[src/rtl/pipe_hazard_ctrl_pkg.sv]
// pipe_ctrl_pkg: state encoding and register-index constants shared by the pipeline sequencer.
package pipe_ctrl_pkg;
  localparam logic [1:0] S_RUN = 2'd0;
  localparam logic [1:0] S_DRAIN = 2'd1;
  localparam logic [1:0] S_HALTED = 2'd2;
  localparam int DEF_REG_ADDR_BITS = 5;
  localparam logic [DEF_REG_ADDR_BITS-1:0] ZERO_REG = '0;
  typedef enum logic [1:0] {RUN = S_RUN, DRAIN = S_DRAIN, HALTED = S_HALTED} state_t;
endpackage

[src/rtl/pipe_hazard_ctrl_if.sv]
// pipe_hazard_ctrl_if: hazard inputs and pipeline-register enable/clear controls.
interface pipe_hazard_ctrl_if #(parameter int REG_ADDR_BITS = pipe_ctrl_pkg::DEF_REG_ADDR_BITS);
  logic [REG_ADDR_BITS-1:0] id_rs, id_rt, ex_rt;
  logic id_uses_rs, id_uses_rt, ex_mem_read, ex_br_taken, ex_syscall, resume;
  logic pc_en, ifid_en, ifid_clr, idex_clr, exmem_en, memwb_en, halted;
  modport master(
    output id_rs, id_rt, ex_rt, id_uses_rs, id_uses_rt, ex_mem_read, ex_br_taken, ex_syscall, resume,
    input pc_en, ifid_en, ifid_clr, idex_clr, exmem_en, memwb_en, halted
  );
  modport slave(
    input id_rs, id_rt, ex_rt, id_uses_rs, id_uses_rt, ex_mem_read, ex_br_taken, ex_syscall, resume,
    output pc_en, ifid_en, ifid_clr, idex_clr, exmem_en, memwb_en, halted
  );
endinterface

[src/rtl/pipe_hazard_ctrl_load_use_detect.sv]
// load_use_detect: flags an ID instruction reading the nonzero destination of a load in EX.
module load_use_detect import pipe_ctrl_pkg::*; #(
  parameter int REG_ADDR_BITS = DEF_REG_ADDR_BITS
) (
  input  logic [REG_ADDR_BITS-1:0] id_rs,
  input  logic [REG_ADDR_BITS-1:0] id_rt,
  input  logic                     id_uses_rs,
  input  logic                     id_uses_rt,
  input  logic                     ex_mem_read,
  input  logic [REG_ADDR_BITS-1:0] ex_rt,
  output logic                     hazard
);
  assign hazard = ex_mem_read && ex_rt != REG_ADDR_BITS'(ZERO_REG) &&
                  ((id_uses_rs && id_rs == ex_rt) || (id_uses_rt && id_rt == ex_rt));
endmodule

[src/rtl/pipe_hazard_ctrl.sv]
// pipe_hazard_ctrl: pipeline register sequencing for load-use stall, branch flush and syscall drain/halt.
// Optional stall/flush performance counters are built when PERF_CNT_EN is defined.
module pipe_hazard_ctrl import pipe_ctrl_pkg::*; #(
  parameter int REG_ADDR_BITS = DEF_REG_ADDR_BITS,
  parameter int DRAIN_CYCLES = 3
`ifdef PERF_CNT_EN
  , parameter int CNT_BITS = 32
`endif
) (
  input logic clk,
  input logic rst,
  pipe_hazard_ctrl_if.slave bus
`ifdef PERF_CNT_EN
  , output logic [CNT_BITS-1:0] stall_cnt
  , output logic [CNT_BITS-1:0] flush_cnt
`endif
);
  localparam int DW = DRAIN_CYCLES > 1 ? $clog2(DRAIN_CYCLES) : 1;
  state_t state, state_nxt;
  logic [DW-1:0] drain_cnt;
  logic lu, pc_en, ifid_en, ifid_clr, idex_clr, exmem_en, memwb_en;
  load_use_detect #(.REG_ADDR_BITS(REG_ADDR_BITS)) u_lud (
    .id_rs(bus.id_rs), .id_rt(bus.id_rt), .id_uses_rs(bus.id_uses_rs), .id_uses_rt(bus.id_uses_rt),
    .ex_mem_read(bus.ex_mem_read), .ex_rt(bus.ex_rt), .hazard(lu)
  );
  always_ff @(posedge clk) begin
    state <= state_nxt;
    drain_cnt <= (rst || state != DRAIN) ? '0 : drain_cnt + 1'b1;
  end
  always_comb begin
    state_nxt = state;
    pc_en = 1'b1;
    ifid_en = 1'b1;
    ifid_clr = 1'b0;
    idex_clr = 1'b0;
    exmem_en = 1'b1;
    memwb_en = 1'b1;
    case (state)
      RUN: begin
        state_nxt = bus.ex_syscall ? DRAIN : RUN;
        pc_en = !(bus.ex_syscall || (!bus.ex_br_taken && lu));
        ifid_en = pc_en;
        ifid_clr = !bus.ex_syscall && bus.ex_br_taken;
        idex_clr = bus.ex_syscall || bus.ex_br_taken || lu;
      end
      DRAIN: begin
        state_nxt = drain_cnt == DW'(DRAIN_CYCLES - 1) ? HALTED : DRAIN;
        pc_en = 1'b0;
        ifid_en = 1'b0;
        idex_clr = 1'b1;
      end
      HALTED: begin
        state_nxt = bus.resume ? RUN : HALTED;
        pc_en = 1'b0;
        ifid_en = 1'b0;
        exmem_en = 1'b0;
        memwb_en = 1'b0;
      end
      default: state_nxt = RUN;
    endcase
    if (rst) begin
      state_nxt = RUN;
      pc_en = 1'b0;
      ifid_en = 1'b0;
      exmem_en = 1'b0;
      memwb_en = 1'b0;
      ifid_clr = 1'b1;
      idex_clr = 1'b1;
    end
  end
  assign bus.pc_en = pc_en;
  assign bus.ifid_en = ifid_en;
  assign bus.ifid_clr = ifid_clr;
  assign bus.idex_clr = idex_clr;
  assign bus.exmem_en = exmem_en;
  assign bus.memwb_en = memwb_en;
  assign bus.halted = state == HALTED;
`ifdef PERF_CNT_EN
  // Counters saturate rather than wrap so a long run never reports a small count.
  always_ff @(posedge clk) begin
    if (rst) begin
      stall_cnt <= '0;
      flush_cnt <= '0;
    end else if (state == RUN && !bus.ex_syscall) begin
      if (bus.ex_br_taken && flush_cnt != '1) flush_cnt <= flush_cnt + 1'b1;
      if (!bus.ex_br_taken && lu && stall_cnt != '1) stall_cnt <= stall_cnt + 1'b1;
    end
  end
`endif
endmodule

[src/flat_wrapper.sv]
// flat-port wrapper written by rule: the top's interface ports become plain ports
module pipe_hazard_ctrl_flat import pipe_ctrl_pkg::*;
#(
  parameter int REG_ADDR_BITS = DEF_REG_ADDR_BITS,
  parameter int DRAIN_CYCLES = 3

)
  (clk, rst, bus_id_rs, bus_id_rt, bus_ex_rt, bus_id_uses_rs, bus_id_uses_rt, bus_ex_mem_read, bus_ex_br_taken, bus_ex_syscall, bus_resume, bus_pc_en, bus_ifid_en, bus_ifid_clr, bus_idex_clr, bus_exmem_en, bus_memwb_en, bus_halted);
  pipe_hazard_ctrl_if #(.REG_ADDR_BITS(REG_ADDR_BITS)) bus_i ();
  input logic clk;
  input logic rst;
  input wire logic [$bits(bus_i.id_rs)-1:0] bus_id_rs;
  input wire logic [$bits(bus_i.id_rt)-1:0] bus_id_rt;
  input wire logic [$bits(bus_i.ex_rt)-1:0] bus_ex_rt;
  input wire logic [$bits(bus_i.id_uses_rs)-1:0] bus_id_uses_rs;
  input wire logic [$bits(bus_i.id_uses_rt)-1:0] bus_id_uses_rt;
  input wire logic [$bits(bus_i.ex_mem_read)-1:0] bus_ex_mem_read;
  input wire logic [$bits(bus_i.ex_br_taken)-1:0] bus_ex_br_taken;
  input wire logic [$bits(bus_i.ex_syscall)-1:0] bus_ex_syscall;
  input wire logic [$bits(bus_i.resume)-1:0] bus_resume;
  output wire logic [$bits(bus_i.pc_en)-1:0] bus_pc_en;
  output wire logic [$bits(bus_i.ifid_en)-1:0] bus_ifid_en;
  output wire logic [$bits(bus_i.ifid_clr)-1:0] bus_ifid_clr;
  output wire logic [$bits(bus_i.idex_clr)-1:0] bus_idex_clr;
  output wire logic [$bits(bus_i.exmem_en)-1:0] bus_exmem_en;
  output wire logic [$bits(bus_i.memwb_en)-1:0] bus_memwb_en;
  output wire logic [$bits(bus_i.halted)-1:0] bus_halted;
  assign bus_i.id_rs = bus_id_rs;
  assign bus_i.id_rt = bus_id_rt;
  assign bus_i.ex_rt = bus_ex_rt;
  assign bus_i.id_uses_rs = bus_id_uses_rs;
  assign bus_i.id_uses_rt = bus_id_uses_rt;
  assign bus_i.ex_mem_read = bus_ex_mem_read;
  assign bus_i.ex_br_taken = bus_ex_br_taken;
  assign bus_i.ex_syscall = bus_ex_syscall;
  assign bus_i.resume = bus_resume;
  assign bus_pc_en = bus_i.pc_en;
  assign bus_ifid_en = bus_i.ifid_en;
  assign bus_ifid_clr = bus_i.ifid_clr;
  assign bus_idex_clr = bus_i.idex_clr;
  assign bus_exmem_en = bus_i.exmem_en;
  assign bus_memwb_en = bus_i.memwb_en;
  assign bus_halted = bus_i.halted;
  pipe_hazard_ctrl #(.REG_ADDR_BITS(REG_ADDR_BITS), .DRAIN_CYCLES(DRAIN_CYCLES)) u_core (.clk(clk), .rst(rst), .bus(bus_i));
endmodule
[config.mk]
export PLATFORM = sky130hd
export DESIGN_NAME = pipe_hazard_ctrl_flat
export DESIGN_NICKNAME = d
export VERILOG_FILES = /design/src/rtl/pipe_hazard_ctrl_pkg.sv /design/src/rtl/pipe_hazard_ctrl_if.sv /design/src/rtl/pipe_hazard_ctrl_load_use_detect.sv /design/src/rtl/pipe_hazard_ctrl.sv /design/src/flat_wrapper.sv
export SDC_FILE = /design/constraint.sdc
export NUM_CORES = 1
export LEC_CHECK = 0
export CELL_PAD_IN_SITES_DETAIL_PLACEMENT = 0
export CELL_PAD_IN_SITES_GLOBAL_PLACEMENT = 1
export CORE_AREA = 5 5 52 54
export DETAILED_ROUTE_END_ITERATION = 8
export DIE_AREA = 0 0 57 59
export PLACE_DENSITY = 0.67
export SLEW_MARGIN = 20
export SYNTH_ARGS = -nofsm -noshare
export SYNTH_HDL_FRONTEND = slang
export SYNTH_SLANG_ARGS = --single-unit
[constraint.sdc]
create_clock -name clk -period 1.5 [get_ports clk]
set_input_delay 0.3 -clock clk [delete_from_list [all_inputs] [get_ports clk]]
set_output_delay 0.3 -clock clk [all_outputs]
set_load 0.01 [all_outputs]
# --- Yosys cells after proc, flatten, opt, wreduce, memory -nomap -nowiden ---
# Index checks and enable logic that the tools add are counted.
word_totals:
  register_bits: 4
  wordCells: 38
  output_inout_bits: 7
  inputBits: 23
classes:
  n_mux: 12
  addsub: 1
  n_eq_ne: 6
  n_reduce_logical: 17
op_table:
  columns: ["op", "count"]
  rows:
  - ["5-bit == test", 2]
  - ["1-bit two-way mux", 7]
  - ["1-bit logical AND", 6]
  - ["2-bit one-hot mux with 3 select lines", 1]
  - ["1-bit logical OR", 5]
  - ["5-bit nonzero test", 1]
  - ["2-bit == test, second input constant", 2]
  - ["2-bit two-way mux", 2]
  - ["1-bit one-hot mux with 2 select lines", 2]
  - ["1-bit logical NOT", 3]
  - ["2-bit by 1-bit adder with 2-bit output, second input constant", 1]
  - ["2-bit by 1-bit == test with 1-bit output, second input constant", 1]
  - ["2-bit logical NOT", 1]
  - ["2-bit by 1-bit inequality test with 1-bit output, second input constant", 1]
  - ["2-bit OR reduction", 1]

# --- Longest topological paths before layout ---
logic_depth:
  word_depth: 9
  depth_mapped: 6
  mapped_depth_nobuf: 5

# --- Cells and area by module ---
# From an unflattened synthesis, not the netlist that was laid out.
unflattened:
  hier_cells: 50
  area_unflattened_um2: 414.1
modules_own_cells:
  columns: ["mod", "seq_area_each_um2", "n_inst", "cells_each", "area_each_um2"]
  rows:
  - ["pipe_hazard_ctrl", 80.1, 1, 33, 280.3]
  - ["load_use_detect", 0.0, 1, 17, 133.9]

# --- Least setup slack after synthesis ---
# No wires, ideal clock.
synth_path:
  kind: "input port to output port"
  from: "input bus_ex_rt[0]"
  to: "output bus_pc_en"
  path_buffers: 1
  required_time_ps: 1200
  arrival_ps: 1322
  path_slack_ps: -122
  path_stages: 4
  path_cell_list: "or4_1 o211ai_2 o31a_1 buf_4"
synth_via:
  elab_chain_cells: 9
  word_cells_on_any_way: 13
  cone_classes: "eq/ne (2); mux (2); reduce/logical (9)"
synth_rtl:
  columns: ["element", "line_no", "source"]
  rows:
  - ["start, declared", "flat_wrapper.sv:14", "input wire logic [$bits(bus_i.ex_rt)-1:0] bus_ex_rt;"]
  - ["5-bit == test", "pipe_hazard_ctrl_load_use_detect.sv:14", "((id_uses_rs && id_rs == ex_rt) || (id_uses_rt && id_rt == ex_rt));"]
  - ["1-bit logical AND", "pipe_hazard_ctrl_load_use_detect.sv:14", null]
  - ["1-bit logical OR", "pipe_hazard_ctrl_load_use_detect.sv:14", null]
  - ["1-bit logical AND *", "pipe_hazard_ctrl_load_use_detect.sv:13", "assign hazard = ex_mem_read && ex_rt != REG_ADDR_BITS'(ZERO_REG) &&"]
  - ["1-bit logical AND *", "pipe_hazard_ctrl.sv:41", "pc_en = !(bus.ex_syscall || (!bus.ex_br_taken && lu));"]
  - ["1-bit logical OR *", "pipe_hazard_ctrl.sv:41", null]
  - ["1-bit logical NOT *", "pipe_hazard_ctrl.sv:41", null]
  - ["1-bit one-hot mux with 2 select lines *", null, null]
  - ["1-bit two-way mux *", null, null]
  - ["end, declared", "flat_wrapper.sv:21", "output wire logic [$bits(bus_i.pc_en)-1:0] bus_pc_en;"]
# Mark *: on every way between the ends. The rest lies on a longest branch, timed or not.

# --- Worst setup path in the final report ---
layout_path:
  from: "register u_core.state[1]"
  to: "output bus_pc_en"
layout_via:
  elab_chain_cells: 4
  word_cells_on_any_way: 6
  cone_classes: "eq/ne (2); mux (2); reduce/logical (2)"
layout_rtl:
  columns: ["element", "line_no", "source"]
  rows:
  - ["start, declared", "pipe_hazard_ctrl.sv:19", "state_t state, state_nxt;"]
  - ["start signal, assigned", "pipe_hazard_ctrl.sv:27", "state <= state_nxt;"]
  - ["2-bit == test / 2-bit by 1-bit == test with 1-bit output (equally long branches)", "pipe_hazard_ctrl.sv:38", "case (state)"]
  - ["2-bit OR reduction (no line)", null, null]
  - ["1-bit one-hot mux with 2 select lines *", "pipe_hazard_ctrl.sv:38", null]
  - ["1-bit two-way mux *", "pipe_hazard_ctrl.sv:61", "if (rst) begin"]
# Marks and branches as above.

==> impl_metrics.tcl <==
set metrics [dict create \
    start_kind "flip-flop" \
    htree_levels 1 \
    holdCritStartpoint "u_core.drain_cnt[0]$_SDFF_PP0_" \
    clk_pin_slew_ps 40 \
    slew_headroom 0.820 \
    synth_cell_types 22 \
    critical_path_arrival_ps 1440 \
    dr.pass1.iters 4 \
    yosys.area_share.simple 0.170 \
    cellPowerDensity_nw_per_um2 495 \
    port_buffers 29 \
    antenna_found_initial 0 \
    reg2reg_from "u_core.state[0]$_SDFF_PP0_" \
    setup_tns_ps -641 \
    cp_slowest_cell "dfxtp_2" \
    fp.coreArea_sq_um 2170 \
    cp-end-kind "output pin" \
    fin_ws_ps -239 \
    ys_warn_count 0 \
    layoutNonFillerInstCount 117 \
    ys_ff_latch 4 \
    hp-class "flip-flop to flip-flop" \
    ant_nets 0 \
    clockRootBuffer "clkbuf_4" \
    row_count 17 \
    post-route-drc-count 0 \
    diodes 0 \
    cp_max_fo 2 \
    num-nets-final 119 \
    pwr-share-seq 0.261 \
    r2r-end "u_core.state[1]$_SDFF_PP0_" \
    cp_slowest_stage_delay_ps 320 \
    drtIter0Drc 17 \
    cts_tree "built" \
    synth_area_sq_um 412 \
    rsz0062_at_grt "yes" \
    final_cell_mix "9 x buf_6, 9 x buf_4, 7 x buf_2" \
    switching_share 0.274 \
    routed_wl_um 1340 \
    fin_area_sq_um 887 \
    regToRegSetupSlack_ps 350 \
    power.total_uw 439 \
    min_period_over_period 1.16 \
    finalWeightedCongestion 0.815 \
    grt_pass1_vias 500 \
    grt_max_degree 7 \
    synth_seq_area_share 0.195 \
    start_util 0.190 \
    worstSetupPathType "flip-flop to output pin" \
    synth_top_family_by_area "XOR/XNOR gates" \
    synth_compound_area_frac 0.179 \
    syn_inst 48 \
    grt_usage 0.0828 \
    wl_per_cell_um 11.5 \
    place_area_sq_um 805 \
    outcome "finished with violations" \
    synth_mux_area_frac 0 \
    clock_latency_ps 230 \
    cts_buffers 3 \
    p_switching_uw 120 \
    min_path_cells 1 \
    violations "negative setup slack" \
    clockPowerShare 0.293 \
    r2r_cells 5 \
    crit_chain "inv_2, ha_4, nor2b_1, a211oi_1, o31a_1, buf_2" \
    grt_overflow_total 0 \
    whs_endpoint "u_core.drain_cnt[0]$_SDFF_PP0_" \
    dp_hpwl_um 1060 \
    ir_drop_uv 562 \
    routed_via_density 4.13 \
    clock.fmax_mhz 575 \
    timing_hold_violations_final 0 \
    fp.dieArea_sq_um 3360 \
    leakagePower_uw 0.000388 \
    slew_violations 0 \
    grt_pass1_wl_um 2170 \
    clock_path_buffers 2 \
    finalSetupViolCount 3 \
    final.setup_skew_ps 3.58 \
    internal_power_uw 319 \
    synth-xor-area-share 0.213 \
    synth_nets 76 \
    pwr-share-comb 0.446 \
    crit_required_ps 1200 \
    die_x_um 57 \
    synth_fa_ha_area_frac 0.152 \
    period_minus_slack_ps 1740 \
    drv_cap 0 \
    die_y_um 59 \
    tightest_slew_ps 268 \
    clock_sinks 4 \
    vias 483 \
    syn_area_per_cell_sq_um 8.58 \
    areaGrowthSynthToFinish_pct 116 \
    drive_above_1_share 0.528 \
    pin_count 30 \
    place_inst 114 \
]
[Yosys cell counts]
cell type	count	area [sq um]
nand2b_1	1	6.26
or4_1	1	7.51
o21ai_0	1	5.00
ha_1	5	62.6
o211ai_2	1	12.5
a32oi_1	1	8.76
nor4_1	1	6.26
nor2_1	4	15.0
a31o_2	1	8.76
o31a_1	1	8.76
dfxtp_1	4	80.1
nor3_1	2	10.0
xnor2_1	2	17.5
nor2b_1	1	6.26
xor2_1	8	70.1
buf_4	2	15.0
o211ai_1	1	7.51
a22oi_1	2	15.0
and2_0	1	6.26
nor4_2	1	12.5
inv_1	6	22.5
a211oi_1	1	7.51
[power by group through the flow]
stage | clock network (uW) | logic, uW | registers, uW
finish | 129 | 196 | 115
global route | 146 | 217 | 115
detailed placement | 0 | 187 | 115
floorplan | 0 | 68.1 | 116
CTS | 135 | 179 | 115
global placement | 0 | 188 | 115
[sequential cells by signal, summed over array words and instances, names as in the netlist]
name              cells
u_core.state          2
u_core.drain_cnt      2
[how the worst max path moves through the flow]
stage | start | to | slack, ps | cells past startpoint
detailed placement | bus_ex_rt[3] | bus_pc_en | -1020 | 6
finish | u_core.state[1]$_SDFF_PP0_ | bus_pc_en | -240 | 6
global placement | bus_ex_rt[3] | bus_pc_en | -1020 | 6
CTS | u_core.state[0]$_SDFF_PP0_ | bus_pc_en | -260 | 6
global route | bus_id_rt[1] | bus_pc_en | -350 | 6
floorplan | bus_ex_rt[0] | bus_pc_en | -120 | 4
[layout make-up]
cell class | instances | area [sq um]
Clock buffer | 3 | 22.5
Fill cell | 233 | 1280
Tap cell | 28 | 35.0
Sequential cell | 4 | 82.6
Timing Repair Buffer | 40 | 349
Inverter | 6 | 22.5
Multi-Input combinational cell | 36 | 375
[what timing repair did]
action | CTS | global route
pin swaps | 15 | 3
resized for setup | 91 | 16
endpoints found under the setup margin | 7 | 7
endpoints found under the hold margin | 0 | 0
buffers inserted | 0 | 0
hold buffers | 0 | 0
[cell families (layout without fill, tap and decap cells)]
logic type / count (synthesis) / in the layout
adders and majority gates: 5 / 5
xor gates and xnor gates: 10 / 10
buffers and inverters: 8 / 49
DFF: 4 / 4
and+or+nand+nor: 12 / 12
AOI/OAI and AO/OA: 9 / 9
[metal layers]
metal | routed length [um] | vias up | share of wire | GRT usage
met5 | 0 | - | 0 | 0
met2 | 582 | 26 | 0.43 | 0.127
met3 | 158 | 0 | 0.12 | 0.0436
met4 | 0 | 0 | 0 | 0.0199
met1 | 603 | 210 | 0.45 | 0.102
li1 | - | 247 | - | -
[per-stage QoR]
step / setup WS (ps) / hold slack [ps] / util
global route: -351 / 430 / 0.409
detailed placement: -1020 / 412 / 0.371
finish: -239 / 413 / 0.409
global placement: -1020 / 401 / 0.371
floorplan: -122 / 377 / -
CTS: -263 / 416 / 0.373
[critical path, delay by kind of cell, from the launching register on]
kind,cells,cell delay (ps)
AND/OR/NAND/NOR,1,120
flip-flops,1,320
buffers and inverters,2,180
adder cells (fa/ha/maj),1,220
AO/OA/AOI/OAI,2,370
No activity file was read; power rests on OpenSTA's default activity.
